`config.mk`:
```
export PLATFORM = sky130hd
export DESIGN_NAME = counter_tick_ctrl_flat
export DESIGN_NICKNAME = d
export VERILOG_FILES = /design/src/rtl/counter_tick_ctrl_if.sv /design/src/rtl/counter_tick_ctrl.sv /design/src/flat_wrapper.sv
export SDC_FILE = /design/constraint.sdc
export NUM_CORES = 1
export LEC_CHECK = 0
export BUFFER_PORTS_ARGS = -buffer_cell sky130_fd_sc_hd__buf_4
export CAP_MARGIN = 20
export CORE_MARGIN = 5
export CORE_UTILIZATION = 26
export CTS_CLUSTER_DIAMETER = 30
export CTS_CLUSTER_SIZE = 40
export DETAILED_ROUTE_END_ITERATION = 8
export GPL_ROUTABILITY_DRIVEN = 0
export HOLD_SLACK_MARGIN = 0.06
export PLACE_DENSITY = 0.46
export SLEW_MARGIN = 5
export SYNTH_ARGS = -nofsm -noshare
export SYNTH_HDL_FRONTEND = slang
export SYNTH_SLANG_ARGS = --single-unit
```
`constraint.sdc`:
```
create_clock -name i_clk -period 2.35 [get_ports i_clk]
set_input_delay 0.3525 -clock i_clk [delete_from_list [all_inputs] [get_ports i_clk]]
set_output_delay 0.3525 -clock i_clk [all_outputs]
set_load 0.005 [all_outputs]
```
`src/rtl/counter_tick_ctrl_if.sv`:
```
// Button inputs and run/dir/tick control outputs of the LED counter control stage.
// Latency: none, wires only.
// Backpressure: none; the counter samples tick/run/dir every cycle.
interface counter_tick_ctrl_if;
    logic btn_run;
    logic btn_dir;
    logic tick;
    logic run;
    logic dir;

    // Stimulus side: drives the raw buttons and observes the control outputs.
    modport master (
        output btn_run,
        output btn_dir,
        input  tick,
        input  run,
        input  dir
    );

    // Control block side.
    modport slave (
        input  btn_run,
        input  btn_dir,
        output tick,
        output run,
        output dir
    );
endinterface

```
`src/rtl/counter_tick_ctrl.sv`:
```
// Debounces run/dir buttons, holds run/dir state and emits a one-cycle tick every DIV cycles while running.
// Latency: button press to run/dir toggle DEB_CYCLES+3 cycles; first tick DIV cycles after run rises from phase 0.
// Backpressure: none; tick/run/dir are free-running registered outputs.
module counter_tick_ctrl #(
    parameter int DIV        = 100_000_000,
    parameter int DEB_CYCLES = 1_000_000
) (
    input  logic                 i_clk,
    input  logic                 i_rst,
    counter_tick_ctrl_if.slave   if_ctrl
);

    localparam int DW = $clog2(DEB_CYCLES) + 1;
    localparam int PW = $clog2(DIV);
    localparam logic [DW-1:0] DEB_LAST  = DW'(DEB_CYCLES - 1);
    localparam logic [PW-1:0] PCNT_LAST = PW'(DIV - 1);

    // Bit 0 carries the run button, bit 1 the dir button.
    logic [1:0]    w_btn;
    logic [1:0]    r_s1;
    logic [1:0]    r_s2;
    logic [1:0]    r_stable;
    logic [1:0]    r_stable_d;
    logic [DW-1:0] r_dcnt [2];
    logic [1:0]    w_press;

    logic          r_run;
    logic          r_dir;
    logic          r_tick;
    logic [PW-1:0] r_pcnt;

    assign w_btn = {if_ctrl.btn_dir, if_ctrl.btn_run};

    // Only a debounced 0->1 level change counts as a press; releases are ignored.
    assign w_press = r_stable & ~r_stable_d;

    // Two-flop synchronizers for the raw buttons, plus the previous debounced level for edge detection.
    always_ff @(posedge i_clk) begin
        if (i_rst) begin
            r_s1       <= '0;
            r_s2       <= '0;
            r_stable_d <= '0;
        end else begin
            r_s1       <= w_btn;
            r_s2       <= r_s1;
            r_stable_d <= r_stable;
        end
    end

    // Debounce: accept a new level only after it has differed from the stable one for DEB_CYCLES cycles in a row.
    always_ff @(posedge i_clk) begin
        if (i_rst) begin
            r_stable <= '0;
            for (int i = 0; i < 2; i++) begin
                r_dcnt[i] <= '0;
            end
        end else begin
            for (int i = 0; i < 2; i++) begin
                if (r_s2[i] == r_stable[i]) begin
                    r_dcnt[i] <= '0;
                end else if (r_dcnt[i] == DEB_LAST) begin
                    r_stable[i] <= r_s2[i];
                    r_dcnt[i]   <= '0;
                end else begin
                    r_dcnt[i] <= r_dcnt[i] + DW'(1);
                end
            end
        end
    end

    // Run and direction toggle on their own press events; simultaneous presses toggle both.
    always_ff @(posedge i_clk) begin
        if (i_rst) begin
            r_run <= 1'b0;
            r_dir <= 1'b1;
        end else begin
            r_run <= r_run ^ w_press[0];
            r_dir <= r_dir ^ w_press[1];
        end
    end

    // Prescaler: the registered run value gates counting, so pausing freezes the phase rather than clearing it.
    always_ff @(posedge i_clk) begin
        if (i_rst) begin
            r_pcnt <= '0;
            r_tick <= 1'b0;
        end else if (r_run) begin
            if (r_pcnt == PCNT_LAST) begin
                r_pcnt <= '0;
                r_tick <= 1'b1;
            end else begin
                r_pcnt <= r_pcnt + PW'(1);
                r_tick <= 1'b0;
            end
        end else begin
            r_tick <= 1'b0;
        end
    end

    assign if_ctrl.tick = r_tick;
    assign if_ctrl.run  = r_run;
    assign if_ctrl.dir  = r_dir;

endmodule

```
`src/flat_wrapper.sv`:
```
// flat-port wrapper written by rule: the top's interface ports become plain ports
module counter_tick_ctrl_flat 
#(
    parameter int DIV        = 100_000_000,
    parameter int DEB_CYCLES = 1_000_000
)
  (i_clk, i_rst, if_ctrl_btn_run, if_ctrl_btn_dir, if_ctrl_tick, if_ctrl_run, if_ctrl_dir);
  counter_tick_ctrl_if if_ctrl_i ();
  input  logic i_clk;
  input  logic i_rst;
  input wire logic [$bits(if_ctrl_i.btn_run)-1:0] if_ctrl_btn_run;
  input wire logic [$bits(if_ctrl_i.btn_dir)-1:0] if_ctrl_btn_dir;
  output wire logic [$bits(if_ctrl_i.tick)-1:0] if_ctrl_tick;
  output wire logic [$bits(if_ctrl_i.run)-1:0] if_ctrl_run;
  output wire logic [$bits(if_ctrl_i.dir)-1:0] if_ctrl_dir;
  assign if_ctrl_i.btn_run = if_ctrl_btn_run;
  assign if_ctrl_i.btn_dir = if_ctrl_btn_dir;
  assign if_ctrl_tick = if_ctrl_i.tick;
  assign if_ctrl_run = if_ctrl_i.run;
  assign if_ctrl_dir = if_ctrl_i.dir;
  counter_tick_ctrl #(.DIV(DIV), .DEB_CYCLES(DEB_CYCLES)) u_core (.i_clk(i_clk), .i_rst(i_rst), .if_ctrl(if_ctrl_i));
endmodule
```
==> results of run 1 <==
[layer usage]
metal,global-route usage,up-vias
li1,-,1570
met1,0.118,1479
met2,0.143,31
met3,0.0274,11
met4,0.0492,0
met5,0,-
[sequential cells by signal, indices dropped and copies added, names as in the netlist]
name,cells
u_core.r_dcnt,42
u_core.r_pcnt,27
u_core.r_s1,2
u_core.r_s2,2
u_core.r_stable,2
u_core.r_stable_d,2
u_core.if_ctrl.dir,1
u_core.if_ctrl.run,1
u_core.if_ctrl.tick,1
[final cells by class]
cell class                 instances  share of cell area
multi-input combinational        340               0.420
clock buffer                      10              0.0528
sequential                        80               0.427
timing repair buffer              17              0.0322
inverter                          12             0.00951
tap                              188              0.0497
clock inverter                     6             0.00845
[per-stage QoR]
step / hold slack, ns / instances / worst slack, ns / power (mW)
6_report: 0.218 / 653 / 0.127 / 2.99
3_5_place_dp: 0.443 / 637 / 0.115 / 1.66
4_1_cts: 0.206 / 653 / 0.110 / 3.05
2_1_floorplan: 0.414 / 452 / 0.243 / 1.63
3_3_place_gp: 0.421 / 637 / 0.135 / 1.66
5_1_grt: 0.218 / 653 / 0.00150 / 3.13
[cells in the final DEF (no fill, tap or decap), types with 2 or more instances in the layout]
cell and count:
nor2_1 46, edfxtp_1 42, conb_1 42, dfxtp_1 38
a21oi_1 29, nand4_1 24, or3_1 23, nand3_1 22
xor2_1 21, nand2_1 19, o21ai_0 18, xnor2_1 17
or4_1 15, buf_4 15, inv_1 12, o31ai_1 11
clkbuf_16 10, nor2b_1 9, and3_1 6, and2_1 5
or4b_1 4, and4_1 4, nor3_1 4, nor4_1 4
ha_1 3, o211ai_1 2, nand4_2 2, o21a_1 2
clkinv_2 2, inv_4 2, clkinv_4 2, buf_12 2
[logic make-up after synthesis]
family / Yosys count
xor gates and xnor gates: 38
buffers and inverters: 32
muxes: 2
DFF: 80
adders and majority gates: 3
AOI/OAI and AO/OA: 65
other: 1
and+or+nand+nor: 190
[power by group through the flow]
stage	combinational (mW)	clock, mW	sequential, mW
CTS	0.0965	1.42	1.54
finish	0.0962	1.36	1.54
global placement	0.0951	0	1.56
global route	0.112	1.47	1.54
detailed placement	0.0960	0	1.57
floorplan	0.0703	0	1.56
[worst reg2reg max path, stage by stage (launching register included)]
cell and delay, ns:
edfxtp_1 0.43, or4b_1 0.55, or3_1 0.43, o211ai_1 0.24
buf_4 0.25, nor2_1 0.07
[worst max path at each step]
stage | from | end | depth (start not counted)
2_1_floorplan | u_core.r_dcnt[0][11]$_SDFFCE_PN0P_ | u_core.r_dcnt[0][17]$_SDFFCE_PN0P_ | 5
3_3_place_gp | u_core.r_dcnt[1][10]$_SDFFCE_PN0P_ | u_core.r_dcnt[1][10]$_SDFFCE_PN0P_ | 5
3_5_place_dp | u_core.r_dcnt[1][10]$_SDFFCE_PN0P_ | u_core.r_dcnt[1][3]$_SDFFCE_PN0P_ | 5
4_1_cts | u_core.r_dcnt[1][10]$_SDFFCE_PN0P_ | u_core.r_dcnt[1][3]$_SDFFCE_PN0P_ | 5
5_1_grt | u_core.r_dcnt[1][10]$_SDFFCE_PN0P_ | u_core.r_dcnt[1][5]$_SDFFCE_PN0P_ | 5
6_report | u_core.r_dcnt[1][10]$_SDFFCE_PN0P_ | u_core.r_dcnt[1][3]$_SDFFCE_PN0P_ | 5
==> flow_summary.json, run 1 <==
{
  "synth_top_family_by_area": "simple AND/OR/NAND/NOR gates",
  "yosysMostFrequentCell": "nor2_1",
  "cts_max_level": 3,
  "cts_hold_buf": 0,
  "rows": 45,
  "synth_edf_count": 42,
  "switching_share": 0.223,
  "postLayoutCoreUtil": 0.313,
  "synth_compound_area_frac": 0.0957,
  "setup_violations": 0,
  "grt_pass1_vias": 2922,
  "fp.dieH_um": 134,
  "critPathArrivalTime_ns": 2.31,
  "multi_input_area_mm2": 0.00199,
  "vias": 3091,
  "status": "finished, final reports clean",
  "path_max_fanout": 15,
  "io_pins": 7,
  "clkPwrFrac": 0.454,
  "clockBufferDepth": 2,
  "antenna_found_initial": 0,
  "hold_end": "u_core.r_s1[0]$_SDFF_PP0_",
  "power.density_mw_per_mm2": 632,
  "wl_met2_mm": 3.50,
  "crit_type": "reg2reg",
  "crit_family": "simple AND/OR/NAND/NOR gates",
  "grt_pass1_wl_mm": 13.5,
  "max-cap-violations": 0,
  "synthAdderAreaFrac": 0.00935,
  "ys_warn_count": 0,
  "viasPerCell": 4.73,
  "worstRegToRegCells": 5,
  "synth_seq_cells": 80,
  "first_pass_iters": 4,
  "cts_buffers": 9,
  "clock_latency_ns": 0.34,
  "seqPwrFrac": 0.513,
  "initial_utilization": 0.265,
  "antenna-diode-count": 0,
  "synthSimpleGateAreaFrac": 0.263,
  "avgSynthCellArea_um2": 9.76,
  "layout.nets": 467,
  "synth_top_area_cell": "edfxtp_1",
  "internal_power_mw": 2.32,
  "hold_path.startpoint": "if_ctrl_btn_run",
  "power.switching_mw": 0.666,
  "die_w_um": 134,
  "cp.required_ns": 2.44,
  "period_share": 0.946,
  "gr-total-overflow": 0,
  "post_dp_cell_area_mm2": 0.00445,
  "synth_area_leaders": "edfxtp_1 31%, dfxtp_1 19%, xor2_1 4.6%",
  "finalHoldViolCount": 0,
  "grt_max_degree": 26,
  "ir_drop_mv": 0.358,
  "cts_resized": 0,
  "cts_tree": "built",
  "routedWlPerCell_um": 11.9,
  "holdCritPathClass": "in2reg",
  "startpoint_type": "register",
  "slowest_delay_ns": 0.55,
  "timing.rr.start": "u_core.r_dcnt[1][10]$_SDFFCE_PN0P_",
  "reg2reg_to": "u_core.r_dcnt[1][3]$_SDFFCE_PN0P_",
  "async_flop_share": 0,
  "regToRegSetupSlack_ns": 0.13,
  "fillCellCount": 1553,
  "ant_nets": 0,
  "synthTopCellsByCount": "46 x nor2_1, 42 x edfxtp_1, 38 x dfxtp_1",
  "p_leak_nw": 1.58,
  "cpMaxStageDelayCell": "or4b_1",
  "synthMuxAreaShare": 0.00530,
  "hold_depth": 2,
  "area_growth_syn_to_layout_pct": 18.0,
  "ff_latch_area_mm2": 0.00202,
  "drt_wl_total_mm": 7.77,
  "die_area_mm2": 0.0180,
  "synth-xor-area-share": 0.0829,
  "grtUsageTotal": 0.0929,
  "timing.final.crit_period_ns": 2.22,
  "final_layout_size_suffix_gt1_frac": 0.0860,
  "yosysSeqAreaShare": 0.504,
  "syn_area_mm2": 0.00401,
  "synth.top_cell.area_share": 0.314,
  "dp_hpwl_mm": 5.33,
  "cts-root-buf": "clkbuf_16",
  "drt_iter0_drc": 172,
  "wl_met3_um": 249,
  "dominantRegCellSynth": "edfxtp_1",
  "end_kind": "register",
  "worst_clock_skew_ns": 0.00609,
  "final_cell_area_mm2": 0.00474,
  "slew_viol_final": 0,
  "post_cts_buffers": 0,
  "clk_pin_slew_worst_paths_ns": 0.06,
  "crit_buf_inv": 1,
  "synthCells": 411,
  "yosysUniqueCellTypes": 38,
  "power_frac_comb": 0.032,
  "wl_met1_mm": 3.84,
  "final.setup.tns_ns": 0,
  "highest_layer": "met4",
  "path_cells": "or4b_1 > or3_1 > o211ai_1 > buf_4 > nor2_1",
  "drc": 0,
  "coreArea_mm2": 0.0151,
  "clock.fmax_mhz": 450,
  "port_buffers": 6,
  "rsz0062_at_grt": "no",
  "cts_sinks": 80
}
Note: power is estimated with default switching activity, not from simulation.
==> run 2, diff against run 1 <==
--- a/config.mk
+++ b/config.mk
@@ -7,6 +7,8 @@
 export LEC_CHECK = 0
 export BUFFER_PORTS_ARGS = -buffer_cell sky130_fd_sc_hd__buf_4
 export CAP_MARGIN = 20
+export CELL_PAD_IN_SITES_DETAIL_PLACEMENT = 1
+export CELL_PAD_IN_SITES_GLOBAL_PLACEMENT = 1
 export CORE_MARGIN = 5
 export CORE_UTILIZATION = 26
 export CTS_CLUSTER_DIAMETER = 30
@@ -14,7 +16,7 @@
 export DETAILED_ROUTE_END_ITERATION = 8
 export GPL_ROUTABILITY_DRIVEN = 0
 export HOLD_SLACK_MARGIN = 0.06
-export PLACE_DENSITY = 0.46
+export PLACE_DENSITY = 0.53
 export SLEW_MARGIN = 5
 export SYNTH_ARGS = -nofsm -noshare
 export SYNTH_HDL_FRONTEND = slang
==> flow_summary.json, run 2 (synthesis results as in run 1) <==
{
  "status": "finished, final reports clean",
  "rsz0062_at_grt": "no",
  "ir_drop_mv": 0.433,
  "dp_hpwl_mm": 6.26,
  "switching_share": 0.216,
  "worst_clock_skew_ns": 0.00569,
  "pre_cts_ws_ns": 0.0766,
  "setup_violations": 0,
  "cts_resized": 0,
  "routedWlPerCell_um": 13.3,
  "clockBufferDepth": 2,
  "ant_nets": 0,
  "drt_wl_total_mm": 8.78,
  "max-cap-violations": 0,
  "cp.required_ns": 2.45,
  "vias": 3152,
  "end_kind": "register",
  "cts_buffers": 9,
  "die_w_um": 134,
  "coreArea_mm2": 0.0151,
  "final_layout_size_suffix_gt1_frac": 0.0996,
  "layout.nets": 474,
  "antenna-diode-count": 0,
  "top_register": "u_core.r_dcnt",
  "holdCritPathClass": "in2reg",
  "area_growth_syn_to_layout_pct": 20.4,
  "crit_type": "reg2reg",
  "grtUsageTotal": 0.105,
  "drc": 0,
  "cts_hold_buf": 0,
  "power.switching_mw": 0.691,
  "io_pins": 7,
  "power_frac_comb": 0.032,
  "die_area_mm2": 0.0180,
  "period_share": 0.949,
  "grt_use_met1": 0.128,
  "final.setup.tns_ns": 0,
  "postLayoutCoreUtil": 0.319,
  "cts_max_level": 3,
  "seqPwrFrac": 0.481,
  "fillCellCount": 1735,
  "internal_power_mw": 2.50,
  "final_cell_mix": "46 x nor2_1, 42 x edfxtp_1, 42 x conb_1",
  "grt_max_degree": 26,
  "regToRegSetupSlack_ns": 0.12,
  "layout_commonest_cell": "nor2_1",
  "startpoint": "u_core.r_dcnt[0][7]$_SDFFCE_PN0P_",
  "reg.largest.list": "u_core.r_dcnt: 42 flops, u_core.r_pcnt: 27 flops",
  "grt_pass1_vias": 3303,
  "port_buffers": 6,
  "p_leak_nw": 1.63,
  "startpoint_type": "register",
  "worstRegToRegCells": 5,
  "post_cts_buffers": 0,
  "grt_pass1_wl_mm": 15.5,
  "drt_iter0_drc": 69,
  "clock.fmax_mhz": 448,
  "path_max_fanout": 11,
  "clk_pin_slew_worst_paths_ns": 0.06,
  "power_mw": 3.19,
  "largest_reg_flops": 42,
  "finalWorstSetupSlack_ns": 0.120,
  "timing.final.crit_period_ns": 2.23,
  "gr-total-overflow": 0,
  "met2_usage": 0.181,
  "viasPerCell": 4.78,
  "antenna_found_initial": 0,
  "clock_latency_ns": 0.34,
  "crit_path_end": "u_core.r_dcnt[0][5]$_SDFFCE_PN0P_",
  "rows": 45,
  "critPathArrivalTime_ns": 2.33,
  "fp.dieH_um": 134,
  "clkPwrFrac": 0.487,
  "cts-root-buf": "clkbuf_16",
  "power.density_mw_per_mm2": 661,
  "timing.rr.start": "u_core.r_dcnt[0][7]$_SDFFCE_PN0P_",
  "first_pass_iters": 4,
  "cpMaxStageDelayCell": "or4b_1",
  "use_met3": 0.0173,
  "cts_tree": "built",
  "slew_viol_final": 0,
  "top_usage_layer": "met2",
  "cts_sinks": 80,
  "reg2reg_to": "u_core.r_dcnt[0][5]$_SDFFCE_PN0P_",
  "initial_utilization": 0.265,
  "timing.hold.ws_ns": 0.232,
  "slowest_delay_ns": 0.55,
  "path_cells": "or4_1 > or4b_1 > o21ai_2 > buf_4 > nor2_1",
  "finalHoldViolCount": 0
}
-- run 2: cell types whose count changed in the layout (fill, tap and decap cells not counted) --
cell | before | now
buf_4 | 15 | 22
clkinv_2 | 2 | 0
clkinv_4 | 2 | 0
bufinv_16 | 0 | 1
clkbuf_16 | 10 | 11
clkinvlp_4 | 0 | 1
inv_4 | 2 | 3
-- run 2: critical path, delay by kind of cell, from the launching register on --
kind / cells / cell delay (ns)
AOI/OAI and AO/OA: 1 / 0.18
and+or+nand+nor: 3 / 1.16
DFF: 1 / 0.45
buffers and inverters: 1 / 0.20
-- run 2: metal layers --
layer | part of all wire | wire length [um] | vias up
li1 | - | - | 1582
met1 | 0.47 | 4150 | 1539
met2 | 0.49 | 4290 | 19
met3 | 0.019 | 165 | 12
met4 | 0.021 | 182 | 0
met5 | 0 | 0 | -
-- run 2: power by group through the flow --
stage / clock network [mW] / registers (mW) / logic (mW)
2_1_floorplan: 0 / 1.56 / 0.0703
3_3_place_gp: 0 / 1.56 / 0.0960
3_5_place_dp: 0 / 1.57 / 0.0982
4_1_cts: 1.62 / 1.54 / 0.0987
5_1_grt: 1.67 / 1.54 / 0.118
6_report: 1.56 / 1.53 / 0.103
-- run 2: through the flow --
step,cell area (um^2),cells
floorplan,4170,452
global placement,4470,640
global route,4830,660
finish,4830,660
CTS,4800,656
detailed placement,4470,640
-- run 2: cell type report --
class	instances	area, um^2	area share
clock inverter	5	56.3	0.0117
multi-input combinational	340	1990	0.412
clock buffer	11	275	0.0570
inverter	12	45.0	0.00933
tap	188	235	0.0487
sequential	80	2020	0.419
timing repair buffer	24	205	0.0425
-- run 2: worst min-delay path by stage --
stage / to / depth (start not counted) / startpoint
after floorplan: u_core.r_s2[0]$_SDFF_PP0_ / 1 / u_core.r_s1[0]$_SDFF_PP0_
after global placement: u_core.r_s2[0]$_SDFF_PP0_ / 1 / u_core.r_s1[0]$_SDFF_PP0_
after detailed placement: u_core.r_s2[1]$_SDFF_PP0_ / 1 / u_core.r_s1[1]$_SDFF_PP0_
after CTS: u_core.r_s1[0]$_SDFF_PP0_ / 2 / if_ctrl_btn_run
after global routing: u_core.r_s1[0]$_SDFF_PP0_ / 2 / if_ctrl_btn_run
final: u_core.r_s1[0]$_SDFF_PP0_ / 2 / if_ctrl_btn_run
==> run 3, diff against run 2 <==
--- a/config.mk
+++ b/config.mk
@@ -5,6 +5,7 @@
 export SDC_FILE = /design/constraint.sdc
 export NUM_CORES = 1
 export LEC_CHECK = 0
+export ABC_AREA = 1
 export BUFFER_PORTS_ARGS = -buffer_cell sky130_fd_sc_hd__buf_4
 export CAP_MARGIN = 20
 export CELL_PAD_IN_SITES_DETAIL_PLACEMENT = 1
@@ -16,8 +17,8 @@
 export DETAILED_ROUTE_END_ITERATION = 8
 export GPL_ROUTABILITY_DRIVEN = 0
 export HOLD_SLACK_MARGIN = 0.06
-export PLACE_DENSITY = 0.53
-export SLEW_MARGIN = 5
+export PLACE_DENSITY = 0.55
+export SLEW_MARGIN = 15
 export SYNTH_ARGS = -nofsm -noshare
 export SYNTH_HDL_FRONTEND = slang
 export SYNTH_SLANG_ARGS = --single-unit
==> flow_summary.json, run 3 <==
{
  "path_cells": "ha_1 > nand3_1 > inv_2 > nand2_2 > nor2_1 > nand3_1 > nand2_1 > buf_4 > nor2_1",
  "synthCells": 599,
  "slew_viol_final": 0,
  "power_mw": 2.98,
  "synth_top_area_cell": "edfxtp_1",
  "cts_buffers": 9,
  "cts_hold_buf": 0,
  "period_share": 0.811,
  "end_kind": "register",
  "worst_clock_skew_ns": 0.00911,
  "cts_tree": "built",
  "clockBufferDepth": 2,
  "fillCellCount": 2109,
  "routedWlPerCell_um": 12.0,
  "top_register": "u_core.r_dcnt",
  "die_area_mm2": 0.0199,
  "cts_resized": 0,
  "drc": 0,
  "slowest_delay_ns": 0.41,
  "yosysSeqAreaShare": 0.453,
  "die_w_um": 141,
  "final.setup.tns_ns": 0,
  "drt_wl_total_mm": 10.5,
  "layout_commonest_cell": "nor2_1",
  "grtUsageTotal": 0.113,
  "final_layout_size_suffix_gt1_frac": 0.0791,
  "ir_drop_mv": 0.345,
  "rows": 47,
  "fp.dieH_um": 141,
  "clock_latency_ns": 0.35,
  "post_cts_buffers": 0,
  "seqPwrFrac": 0.517,
  "critPathArrivalTime_ns": 2.00,
  "grt_pass1_wl_mm": 18.3,
  "port_buffers": 6,
  "crit_type": "reg2reg",
  "timing.hold.ws_ns": 0.234,
  "vias": 3801,
  "largest_reg_flops": 42,
  "ff_latch_area_mm2": 0.00202,
  "yosysMostFrequentCell": "nor2_1",
  "drt_iter0_drc": 131,
  "gr-total-overflow": 0,
  "finalHoldViolCount": 0,
  "clock.fmax_mhz": 525,
  "initial_utilization": 0.267,
  "synth_area_leaders": "edfxtp_1 28%, dfxtp_1 17%, nor2_1 12%",
  "switching_share": 0.244,
  "holdCritPathClass": "in2reg",
  "coreArea_mm2": 0.0167,
  "ant_nets": 0,
  "grt_pass1_vias": 3842,
  "power.switching_mw": 0.724,
  "timing.final.crit_period_ns": 1.91,
  "async_flop_share": 0,
  "cts-root-buf": "clkbuf_16",
  "yosysUniqueCellTypes": 35,
  "synth_edf_count": 42,
  "startpoint_type": "register",
  "layout.nets": 659,
  "first_pass_iters": 4,
  "synth_seq_cells": 80,
  "synth.top_cell.area_share": 0.283,
  "setup_violations": 0,
  "cpMaxStageDelayCell": "edfxtp_1",
  "wl_met2_mm": 4.83,
  "final_cell_mix": "145 x nor2_1, 139 x nand2_1, 68 x inv_1",
  "viasPerCell": 4.33,
  "multi_input_area_mm2": 0.00226,
  "power.density_mw_per_mm2": 576,
  "path_max_fanout": 21,
  "dp_hpwl_mm": 8.09,
  "clk_pin_slew_worst_paths_ns": 0.07,
  "rsz0062_at_grt": "no",
  "internal_power_mw": 2.25,
  "cts_max_level": 3,
  "status": "finished, final reports clean",
  "highest_layer": "met4",
  "cp.required_ns": 2.45,
  "fin_cells": 877,
  "clkPwrFrac": 0.449,
  "dominantRegCellSynth": "edfxtp_1",
  "ys_warn_count": 0,
  "antenna-diode-count": 0,
  "avgSynthCellArea_um2": 7.44,
  "io_pins": 7,
  "p_leak_nw": 2.01,
  "cts_sinks": 80,
  "reg.largest.list": "u_core.r_dcnt: 42 flops, u_core.r_pcnt: 27 flops",
  "synthTopCellsByCount": "145 x nor2_1, 139 x nand2_1, 68 x inv_1",
  "dp.cells": 861,
  "syn_area_mm2": 0.00446,
  "max-cap-violations": 0,
  "antenna_found_initial": 0,
  "power_frac_comb": 0.034,
  "area_growth_syn_to_layout_pct": 15.8,
  "wl_met1_mm": 5.23,
  "grt_max_degree": 22,
  "wl_met3_um": 243
}
run 3: power groups by stage:
stage,combinational [mW],sequential (mW),clock (mW)
global placement,0.101,1.57,0
CTS,0.103,1.54,1.39
global route,0.121,1.54,1.44
finish,0.102,1.54,1.33
detailed placement,0.103,1.57,0
floorplan,0.0801,1.56,0
run 3: cell families after synthesis:
kind of cell    count (synthesis)  share of synthesized area
compound gates                 33                     0.0427
xor+xnor                       26                     0.0511
fa+ha+maj                       3                    0.00842
buf+inv                        79                     0.0746
flops                          80                      0.453
other cells                     1                   0.000841
simple gates                  377                      0.369
run 3: stage by stage:
stage	util	setup slack, ns	instance area (um^2)
after floorplan	-	0.736	4610
after detailed placement	0.293	0.408	4890
after CTS	0.309	0.399	5160
after global routing	0.309	0.242	5160
final	0.309	0.444	5160
after global placement	0.293	0.491	4890
run 3: area by class of cell:
type | count | area share
inverters | 72 | 0.0528
multi-input cells | 481 | 0.437
flip-flops and latches | 80 | 0.392
clock inverters | 7 | 0.00945
clock buffers | 9 | 0.0436
well taps | 220 | 0.0533
repair buffers | 8 | 0.0116
run 3: per-layer routing:
metal	global-route usage	up-vias
met1	0.145	1793
met2	0.186	24
met3	0.0230	14
met4	0.0459	0
met5	0	-
li1	-	1970
run 3: worst paths after layout:
path,startpoint,to,slack (ns),cells past startpoint
min reg2reg,u_core.r_s1[0]$_SDFF_PP0_,u_core.r_s2[0]$_SDFF_PP0_,0.41,2
max reg2reg,u_core.r_dcnt[1][0]$_SDFFCE_PN0P_,u_core.r_dcnt[1][16]$_SDFFCE_PN0P_,0.44,9
max,u_core.r_dcnt[1][0]$_SDFFCE_PN0P_,u_core.r_dcnt[1][16]$_SDFFCE_PN0P_,0.44,9
min,if_ctrl_btn_run,u_core.r_s1[0]$_SDFF_PP0_,0.23,3
run 3: critical path: cells and delay by family, from the launching register on:
kind | cells | cell delay [ns]
DFF | 1 | 0.41
and+or+nand+nor | 6 | 0.65
buffers and inverters | 2 | 0.39
adders and majority gates | 1 | 0.21
